--- config.mk ---
export PLATFORM = sky130hd
export DESIGN_NAME = inst_loader
export DESIGN_NICKNAME = d
export VERILOG_FILES = /design/src/rtl/proc_pkg.sv /design/src/rtl/inst_loader_hw_packer.sv /design/src/rtl/inst_loader.sv
export SDC_FILE = /design/constraint.sdc
export NUM_CORES = 1
export LEC_CHECK = 0
export ABC_AREA = 1
export CAP_MARGIN = 10
export CORE_AREA = 2 2 231 233
export CTS_CLUSTER_SIZE = 28
export DETAILED_ROUTE_END_ITERATION = 6
export DIE_AREA = 0 0 233 235
export MAX_ROUTING_LAYER = met4
export PLACE_DENSITY = 0.65
export RECOVER_POWER = 50
export SLEW_MARGIN = 20
export SYNTH_ARGS = -nofsm -noshare
export SYNTH_HDL_FRONTEND = slang
export SYNTH_SLANG_ARGS = --single-unit
export TNS_END_PERCENT = 1
--- constraint.sdc ---
create_clock -name clk -period 4.55 [get_ports clk]
set_clock_uncertainty 0.2 [all_clocks]
set_input_delay 0.455 -clock clk [delete_from_list [all_inputs] [get_ports clk]]
set_output_delay 0.455 -clock clk [all_outputs]
set_load 0.1 [all_outputs]
--- src/rtl/proc_pkg.sv ---
// Shared processor-side definitions: instruction memory geometry, halt opcode
// field and the program-loader state encoding.
package proc_pkg;

    localparam int IMEM_DEPTH = 16;
    localparam int IW         = 32;

    // Opcode field of an instruction word and the halt opcode value.
    localparam int         OPC_MSB = 31;
    localparam int         OPC_LSB = 27;
    localparam logic [4:0] OP_HALT = 5'b11011;

    typedef enum logic [2:0] {
        S_IDLE,
        S_LOAD_LO,
        S_LOAD_HI,
        S_WRITE,
        S_DONE,
        S_RUN
    } ld_state_e;

endpackage

--- src/rtl/inst_loader_hw_packer.sv ---
// Halfword packer: assembles two 16-bit stream beats (low half first) into one
// instruction word and strobes word_valid as the high half is accepted.
module hw_packer #(
    parameter int IW = 32
) (
    input  logic            clk,
    input  logic            sys_rst_n,
    input  logic [IW/2-1:0] ld_data,
    input  logic            ld_valid,
    input  logic            lo_sel,
    input  logic            hi_sel,
    output logic            ld_ready,
    output logic [IW-1:0]   hold,
    output logic            word_valid
);

    logic [IW-1:0] hold_q;
    logic [IW-1:0] hold_d;
    logic          lo_xfer;
    logic          hi_xfer;

    always_comb begin
        ld_ready   = lo_sel | hi_sel;
        lo_xfer    = lo_sel & ld_valid;
        hi_xfer    = hi_sel & ld_valid;
        word_valid = hi_xfer;
        hold_d     = hold_q;
        if (lo_xfer) begin
            hold_d[IW/2-1:0] = ld_data;
        end
        if (hi_xfer) begin
            hold_d[IW-1:IW/2] = ld_data;
        end
    end

    always_ff @(posedge clk or negedge sys_rst_n) begin
        if (!sys_rst_n) begin
            hold_q <= '0;
        end else begin
            hold_q <= hold_d;
        end
    end

    assign hold = hold_q;

endmodule

--- src/rtl/inst_loader.sv ---
// Program loader: packs streamed halfwords into the instruction memory and holds
// the core in reset until a load completes. Define INST_LOADER_HALT_DETECT_EN to end a load early on a halt word.
module inst_loader #(
    parameter int DEPTH = proc_pkg::IMEM_DEPTH,
    parameter int IW    = proc_pkg::IW
) (
    input  logic                       clk,
    input  logic                       sys_rst_n,
    input  logic                       ld_start,
    input  logic [$clog2(DEPTH+1)-1:0] ld_len,
    input  logic [IW/2-1:0]            ld_data,
    input  logic                       ld_valid,
    output logic                       ld_ready,
    input  logic [$clog2(DEPTH)-1:0]   fetch_addr,
    output logic [IW-1:0]              fetch_inst,
    output logic                       cpu_rst,
    output logic                       ld_done,
    output logic                       ld_err,
    output logic [$clog2(DEPTH+1)-1:0] words_loaded
);
    import proc_pkg::*;

    localparam int AW = $clog2(DEPTH);
    localparam int LW = $clog2(DEPTH + 1);

    ld_state_e        state_q, state_d;
    logic [LW-1:0]    len_q, len_d;
    logic [LW-1:0]    cnt_q, cnt_d;
    logic [AW-1:0]    wr_ptr_q, wr_ptr_d;
    logic             err_q, err_d;
    logic             mem_we;
    logic [DEPTH-1:0] ent_we;
    logic [IW-1:0]    mem_q [DEPTH];
    logic [IW-1:0]    hold;
    logic             word_valid;
    logic             halt_hit;
    logic             len_ok;
    logic             last_word;

    hw_packer #(.IW(IW)) u_packer (
        .clk        (clk),
        .sys_rst_n  (sys_rst_n),
        .ld_data    (ld_data),
        .ld_valid   (ld_valid),
        .lo_sel     (state_q == S_LOAD_LO),
        .hi_sel     (state_q == S_LOAD_HI),
        .ld_ready   (ld_ready),
        .hold       (hold),
        .word_valid (word_valid)
    );

`ifdef INST_LOADER_HALT_DETECT_EN
    assign halt_hit = (hold[OPC_MSB:OPC_LSB] == OP_HALT);
`else
    assign halt_hit = 1'b0;
`endif

    assign len_ok    = (ld_len != '0) && (ld_len <= LW'(DEPTH));
    assign last_word = ((cnt_q + LW'(1)) == len_q);

    always_comb begin
        state_d  = state_q;
        len_d    = len_q;
        cnt_d    = cnt_q;
        wr_ptr_d = wr_ptr_q;
        err_d    = err_q;
        mem_we   = 1'b0;
        cpu_rst  = 1'b1;
        ld_done  = 1'b0;
        case (state_q)
            S_IDLE, S_RUN: begin
                cpu_rst = (state_q != S_RUN);
                if (ld_start) begin
                    if (len_ok) begin
                        len_d    = ld_len;
                        cnt_d    = '0;
                        wr_ptr_d = '0;
                        err_d    = 1'b0;
                        state_d  = S_LOAD_LO;
                    end else begin
                        err_d = 1'b1;
                    end
                end
            end
            S_LOAD_LO: if (ld_valid) state_d = S_LOAD_HI;
            S_LOAD_HI: if (word_valid) state_d = S_WRITE;
            S_WRITE: begin
                mem_we   = 1'b1;
                wr_ptr_d = wr_ptr_q + AW'(1);
                cnt_d    = cnt_q + LW'(1);
                state_d  = (last_word || halt_hit) ? S_DONE : S_LOAD_LO;
            end
            S_DONE: begin
                ld_done = 1'b1;
                state_d = S_RUN;
            end
            default: state_d = S_IDLE;
        endcase
    end

    always_ff @(posedge clk or negedge sys_rst_n) begin
        if (!sys_rst_n) begin
            state_q  <= S_IDLE;
            len_q    <= '0;
            cnt_q    <= '0;
            wr_ptr_q <= '0;
            err_q    <= 1'b0;
        end else begin
            state_q  <= state_d;
            len_q    <= len_d;
            cnt_q    <= cnt_d;
            wr_ptr_q <= wr_ptr_d;
            err_q    <= err_d;
        end
    end

    genvar gi;
    generate
        for (gi = 0; gi < DEPTH; gi++) begin : g_we
            assign ent_we[gi] = mem_we && (wr_ptr_q == AW'(gi));
        end
    endgenerate

    // Memory is cleared by reset so a partial program never survives into RUN.
    always_ff @(posedge clk or negedge sys_rst_n) begin
        if (!sys_rst_n) begin
            for (int i = 0; i < DEPTH; i++) mem_q[i] <= '0;
        end else begin
            for (int i = 0; i < DEPTH; i++) begin
                if (ent_we[i]) mem_q[i] <= hold;
            end
        end
    end

    assign fetch_inst   = mem_q[fetch_addr];
    assign ld_err       = err_q;
    assign words_loaded = cnt_q;

endmodule

==> impl_results.md, run 1 <==
* Antenna cells at 0
* Slew @ Worst Pin at between 2000 and 3000 ps
* Antenna viol nets, final at 0
* Area of the multi-input gates at 9704 um2
* Final WL at 70.73 mm
* Clock buffer depth at 3
* Post-layout util at 0.5336
* Post-DP HPWL at 38.30 mm
* Port bufs at 69
* Slew margin rel. at -0.9610
* Largest net degree at the start of global routing at 257
* Max rail drop VDD at between 0.6 and 0.7 mV
* Full die area at 54760 um2
* Synth warn at 0
* Final GP Congestion at around 0.82
* Delay of the slowest critical-path stage at about 1100 ps
* Iter 0 DRT Violations at ~2200
* Postcts setup bufs at 0
* Syn Nets at about 3000
* Mapped Avg Cell Area at around 8.6 um2
* Ports at 70
* TritonCTS buffer count at 59
* CP Capture Type: output pin
* Crit start category: register
* Final period util at 0.7543
* Sequential element share of the synthesized area at 0.5558
* Core box area at 52240 um2
* Top delay family on crit path: buffers and inverters
* Clock Sink Count at roughly 560
* Worst-path fanout max at 5
* Fin nets at ~2900
* Seq cells post-synth at ~560
* Minimum clock period at around 3400 ps
* Post-CTS Hold Buffers at 1
* F_max at 0.2914 GHz
* Die Ht at 235 um
* DR vias/cell at approximately 5.7
* CP startpoint: state_q[2]$_DFFE_PN0P_
* Global Route Usage Sum at 0.2710
* WHS at around 210 ps
* DR pass1 iterations at 6
* Row count at 84
* Crit-path cells: nor2_1, nand2_1, nand2_1, clkdlybuf4s50_1
* Post-CTS Resized at 0
* Final setup viols at 0
* Wire per inst at slightly below 20 um
* Top cell by count, worst path: nand2_1
* Initial antenna violation count at 0
* Count of cell types in the netlist at 31
* Fraction of layout cells with a size suffix above 1 at 0.06520
* TNS Setup at 0 ps
* Layout Area Growth over Synthesis at 10.16%
* Max_cap viols at 1
* CP Data Arrival Time at 2780 ps
* Commonest non-fill, non-tap cell in the layout: nand2_1
* Most frequent cells in the layout: 614 x nand2_1, 562 x dfrtp_1, 469 x o21ai_1
* Mapped Cells at about 3000
* Clk pin slew, worst setup/hold paths at approximately 60 ps
* Initial Util at 0.4844
* H-tree Lvls at 2
* FF+latch area at about 14000 um2
* Vias in the first global route at 20107
* RSZ-0062 raised after global routing: false
* Status: finished with violations
* Total number of vias at ~21000
* FF-to-FF Start: state_q[2]$_DFFE_PN0P_
* Hold Fails Final Rpt at 0
* CTS tree: yes
* Failing checks: capacitance limit, slew limit
* Final Max Tran Viols at roughly 110
* DIE WIDTH at 233 um
* Fillers at approximately 4700
* CP Data Required Time at 3890 ps
* Type of the worst setup path: reg2out
* DRC errors left at 0
* Pwr/cell area at 593.6 nW/um2
* Hold_sp: ld_data[8]
* Crit path buffers/inverters at 1
* CP max stage cell: clkdlybuf4s50_1
* Pleak at 12.49 nW
* Worst Hold Class: in2reg
* CTS root buf: clkbuf_16
* Clock Latency Late Sink at between 600 and 700 ps
* Synth Cell Area at 25300 um2
* First-pass GRT wire length at ~110 mm
* GRT overflow at 0
worst paths after layout:
kind                       cells past startpoint  slack (ps)                       endpoint
setup / recovery                               4        1120                       ld_ready
hold / removal                                 3         210  u_packer.hold[24]$_DFFE_PN0P_
setup reg to reg                               7        1290         mem_q[209]$_DFFE_PN0P_
hold reg to reg                                2         280         mem_q[304]$_DFFE_PN0P_
max in group asynchronous                      3        1250         mem_q[224]$_DFFE_PN0P_
min in group asynchronous                      2        1080           len_q[3]$_DFFE_PN0P_
layer usage:
| layer | up-vias | track usage | wire [um] |
|---|---|---|---|
| li1 | 9724 | - | - |
| met2 | 690 | 0.4179 | 32990 |
| met3 | 120 | 0.04126 | 4687 |
| met5 | - | - | 0 |
| met4 | 0 | 0.06987 | 1626 |
| met1 | 10095 | 0.3764 | 31430 |
kinds of logic (layout without fill, tap and decap cells):
| family | after synthesis | count (layout) | share of synthesized area |
|---|---|---|---|
| compound gates | 974 | 974 | 0.2058 |
| xor+xnor | 2 | 2 | 0.0006924 |
| simple gates | 1080 | 1080 | 0.1754 |
| buf+inv | 319 | 291 | 0.05988 |
| fa+ha+maj | 5 | 5 | 0.002472 |
| flops | 562 | 562 | 0.5558 |
state kept, by name, summed over array words and instances, names as in the netlist:
signal / flops
state_q: 3
u_packer.hold: 32
wr_ptr_q: 4
words_loaded: 5
mem_q: 512
len_q: 5
ld_err: 1
synth_stat cells (all sizes together):
library cell	instances	share of area
clkinv	1	0.00015
nand3b	1	0.00030
clkbuf	107	0.016
o22ai	6	0.0015
xnor2	1	0.00035
or2	1	0.00025
a21oi	3	0.00059
buf	137	0.033
ha	5	0.0025
nand2	615	0.092
o21ai	837	0.17
nor2	393	0.059
o211ai	128	0.038
inv	74	0.011
xor2	1	0.00035
nand3	49	0.0097
dfrtp	562	0.56
nand4	21	0.015
where the power goes:
| group | leakage [nW] | internal [mW] | switching [mW] |
|---|---|---|---|
| sequential | 7.62 | 6.49 | 0.897 |
| combinational | 3.92 | 1.27 | 3.09 |
| clock | 0.947 | 2.76 | 2.04 |
final cells by class:
class / instances / area share
repair buffers: 112 / 0.03744
inverters: 75 / 0.01050
clock inverters: 18 / 0.007227
flip-flops and latches: 562 / 0.5045
multi-input cells: 2061 / 0.3481
well taps: 688 / 0.03088
clock buffers: 86 / 0.06127
worst register-to-register path, cell delays in order, from the launching register on:
cell and delay, ps:
dfrtp_1 420, nor2_1 300, nand2_4 160, inv_4 380, nand4_4 900, buf_4 580, nand2_1 110, o21ai_1 60
per-stage QoR:
step	cells	power, mW	cell area [um2]	setup slack, ps
global route	3602	17.56	27870	767.1
global placement	3497	11.65	25990	1389
CTS	3602	16.64	27910	1237
detailed placement	3497	11.83	25990	1392
floorplan	2942	10.61	25300	1875
finish	3602	16.55	27870	1118
(Power assumes the default switching activity.)
==> inputs of run 2 (changes only) <==
clock period = 3.5 ns   (was 4.55 ns; I/O delays follow)
==> run 2 against run 1 <==
Register-to-register slack got worse by 560 ps; non-clock buffer count rose by 18; sequential cell count did not move; power rose by 31%; global-route usage fell by 0.27 points; the flow still finishes with violations (capacitance limit, slew limit); cell count rose by 0.58%; hold slack got worse by 100 ps.
==> impl_results.md, run 2 (synthesized netlist as in run 1, its figures left out) <==
* Post-DP HPWL at 38.36 mm (was 38.30 mm)
* CP Data Required Time at 4060 ps (was 3890 ps)
* Clock Latency Late Sink at 630 ps (was 650 ps)
* RSZ-0062 raised after global routing: false (unchanged)
* Crit path buffers/inverters at 3 (was 1)
* TritonCTS buffer count at 58 (was 59)
* Core box area at 52240 um2 (unchanged)
* Total number of vias at 20781 (was 20629)
* CP Data Arrival Time at 3360 ps (was 2780 ps)
* Gr busiest metal: met2 (unchanged)
* Met2 Track Usage GR at 0.4160 (was 0.4179)
* Die Ht at 235 um (unchanged)
* Ports at 70 (unchanged)
* Comb power frac at 0.271 (was 0.263)
* Top delay family on crit path: buffers and inverters (unchanged)
* Pleak at 12.76 nW (was 12.49 nW)
* DR vias/cell at 5.736 (was 5.727)
* Worst Reg-to-Reg Cells at 7 (unchanged)
* Port bufs at 69 (unchanged)
* Initial Util at 0.4844 (unchanged)
* Slew @ Worst Pin at 2551 ps (was 2941 ps)
* Final WL at 70.18 mm (was 70.73 mm)
* FF-to-FF Start: state_q[2]$_DFFE_PN0P_ (unchanged)
* Clock Sink Count at 562 (unchanged)
* Antenna viol nets, final at 0 (unchanged)
* Worst Hold Class: in2reg (unchanged)
* Fraction of layout cells with a size suffix above 1 at 0.07194 (was 0.06520)
* Layout Area Growth over Synthesis at 12.66% (was 10.16%)
* Post-CTS Resized at 0 (unchanged)
* Final period util at 0.8005
* Crit-path cells: dlygate4sd3_1, buf_2, clkbuf_2 (was nor2_1, nand2_1, nand2_1, clkdlybuf4s50_1)
* Hold Fails Final Rpt at 0 (unchanged)
* F_max at between 0.3 and 0.4 GHz
* Commonest non-fill, non-tap cell in the layout: nand2_1 (unchanged)
* Fillers at 4710 (was 4743)
* DIE WIDTH at 233 um (unchanged)
* GR Util met3 at 0.04017 (was 0.04126)
* CTS root buf: clkbuf_16 (unchanged)
* Delay of the slowest critical-path stage at 1800 ps (was 1130 ps)
* TNS Setup at 0 ps (unchanged)
* Max rail drop VDD at 0.7179 mV (was 0.6925 mV)
* Row count at 84 (unchanged)
* Placed cell count at 3515 (was 3497)
* Largest register by flop count: mem_q (unchanged)
* Area after DPL at 26630 um2 (was 25990 um2)
* Final setup viols at 0 (unchanged)
* Wire per inst at 19.37 um (was 19.64 um)
* DR pass1 iterations at 5 (was 6)
* Most frequent cells in the layout: 613 x nand2_1, 562 x dfrtp_1, 469 x o21ai_1 (was 614 x nand2_1, 562 x dfrtp_1, 469 x o21ai_1)
* Worst-path fanout max at 98 (was 5)
* WP depth at 3 (was 4)
* Design Area, Final at 28510 um2 (was 27870 um2)
* Status: finished with violations (unchanged)
* Clock buffer depth at 3 (unchanged)
* Full die area at 54760 um2 (unchanged)
* Max FFs per register at 512 (unchanged)
* Vias in the first global route at 20052 (was 20107)
* Type of the worst setup path: in2async (was reg2out)
* Slew margin rel. at -0.7008 (was -0.9610)
* Sw power at 7.776 mW (was 6.020 mW)
* Clk pin slew, worst setup/hold paths at 60 ps (about the same)
* Clock power frac at 0.287 (was 0.290)
* Final GP Congestion at 0.8107 (was 0.8152)
* H-tree Lvls at 2 (unchanged)
* Final cell count without fillers at 3623 (was 3602)
* GRT overflow at 0 (unchanged)
* Internal power at 13.88 mW (was 10.53 mW)
* GR Util met1 at 0.3745 (was 0.3764)
* Global Route Usage Sum at 0.2683 (was 0.2710)
* Minimum clock period at ~2800 ps
* CP max stage cell: buf_2 (was clkdlybuf4s50_1)
* Failing checks: capacitance limit, slew limit (unchanged)
* Pwr/cell area at 759.7 nW/um2 (was 593.6 nW/um2)
* Initial antenna violation count at 2 (was 0)
* Flop pwr share at 0.443 (was 0.446)
* Switching share of power at 0.3590 (was 0.3639)
* Reg-to-reg slack, setup at 730 ps (was 1290 ps)
* Crit start category: primary input (was register)
* FF-to-FF End: mem_q[304]$_DFFE_PN0P_ (was mem_q[209]$_DFFE_PN0P_)
* First-pass GRT wire length at 112.8 mm (was 113.9 mm)
* Max_cap viols at 1 (unchanged)
* Hold path depth at 3 (unchanged)
* Final Max Tran Viols at 93 (was 107)
* Iter 0 DRT Violations at 2052 (was 2233)
* Hold_sp: ld_data[9] (was ld_data[8])
* Fin nets at 2922 (was 2905)
* CTS tree: yes (unchanged)
* CP Capture Type: asynchronous set/reset pin (was output pin)
* DRC errors left at 0 (unchanged)
* WHS Endpoint: u_packer.hold[25]$_DFFE_PN0P_ (was u_packer.hold[24]$_DFFE_PN0P_)
* Largest net degree at the start of global routing at 112 (was 257)
* Post-layout util at 0.5458 (was 0.5336)
[run 2: cell type report]
class / instances / area, um2 / area share
inverter: 75 / 291.5 / 0.01023
timing repair buffer: 130 / 1658 / 0.05815
tap: 688 / 860.8 / 0.03020
sequential: 562 / 14060 / 0.4933
clock inverter: 19 / 203.9 / 0.007154
antenna: 2 / 5.005 / 0.0001756
clock buffer: 86 / 1708 / 0.05991
multi-input combinational: 2061 / 9717 / 0.3409
[run 2: what timing repair did]
item / in CTS / in global routing
endpoints found under the hold margin: 81 / 0
hold buffers: 1 / 0
buffers inserted: 0 / 0
[run 2: worst max-delay path by stage]
stage                           startpoint                     end  slack, ps
2_1_floorplan       state_q[0]$_DFFE_PN0P_  state_q[0]$_DFFE_PN0P_        920
3_3_place_gp                 fetch_addr[0]           fetch_inst[2]        820
3_5_place_dp                 fetch_addr[0]          fetch_inst[21]        790
4_1_cts        words_loaded[2]$_DFFE_PN0P_         words_loaded[2]        660
5_1_grt                          sys_rst_n   mem_q[68]$_DFFE_PN0P_        350
6_report                         sys_rst_n  mem_q[245]$_DFFE_PN0P_        700
[run 2: power by group through the flow]
| stage | clock network, mW | registers, mW | logic [mW] |
|---|---|---|---|
| final | 6.21 | 9.59 | 5.86 |
| after global routing | 6.60 | 9.82 | 6.60 |
| after CTS | 6.33 | 9.57 | 5.91 |
| after detailed placement | 0 | 9.66 | 5.89 |
| after global placement | 0 | 9.60 | 5.72 |
| after floorplan | 0 | 9.47 | 4.32 |
[run 2: worst min-delay path, cell delays in order]
cell and delay, ps:
clkdlybuf4s50_1 390, inv_1 60, o21ai_0 80
[run 2: metal layers]
metal	vias to the layer above	wire, um
li1	9772	-
met1	10210	31180
met2	699	32710
met3	100	4925
met4	0	1368
met5	-	0
[run 2: metrics by stage]
stage | hold slack (ps) | power [mW] | setup WS [ps]
floorplan | -145.6 | 13.79 | 919.8
global placement | 257.1 | 15.32 | 815.6
detailed placement | 272.5 | 15.56 | 790.2
CTS | 87.89 | 21.81 | 660.8
global route | 127.5 | 23.02 | 347.1
finish | 107.6 | 21.66 | 698.1
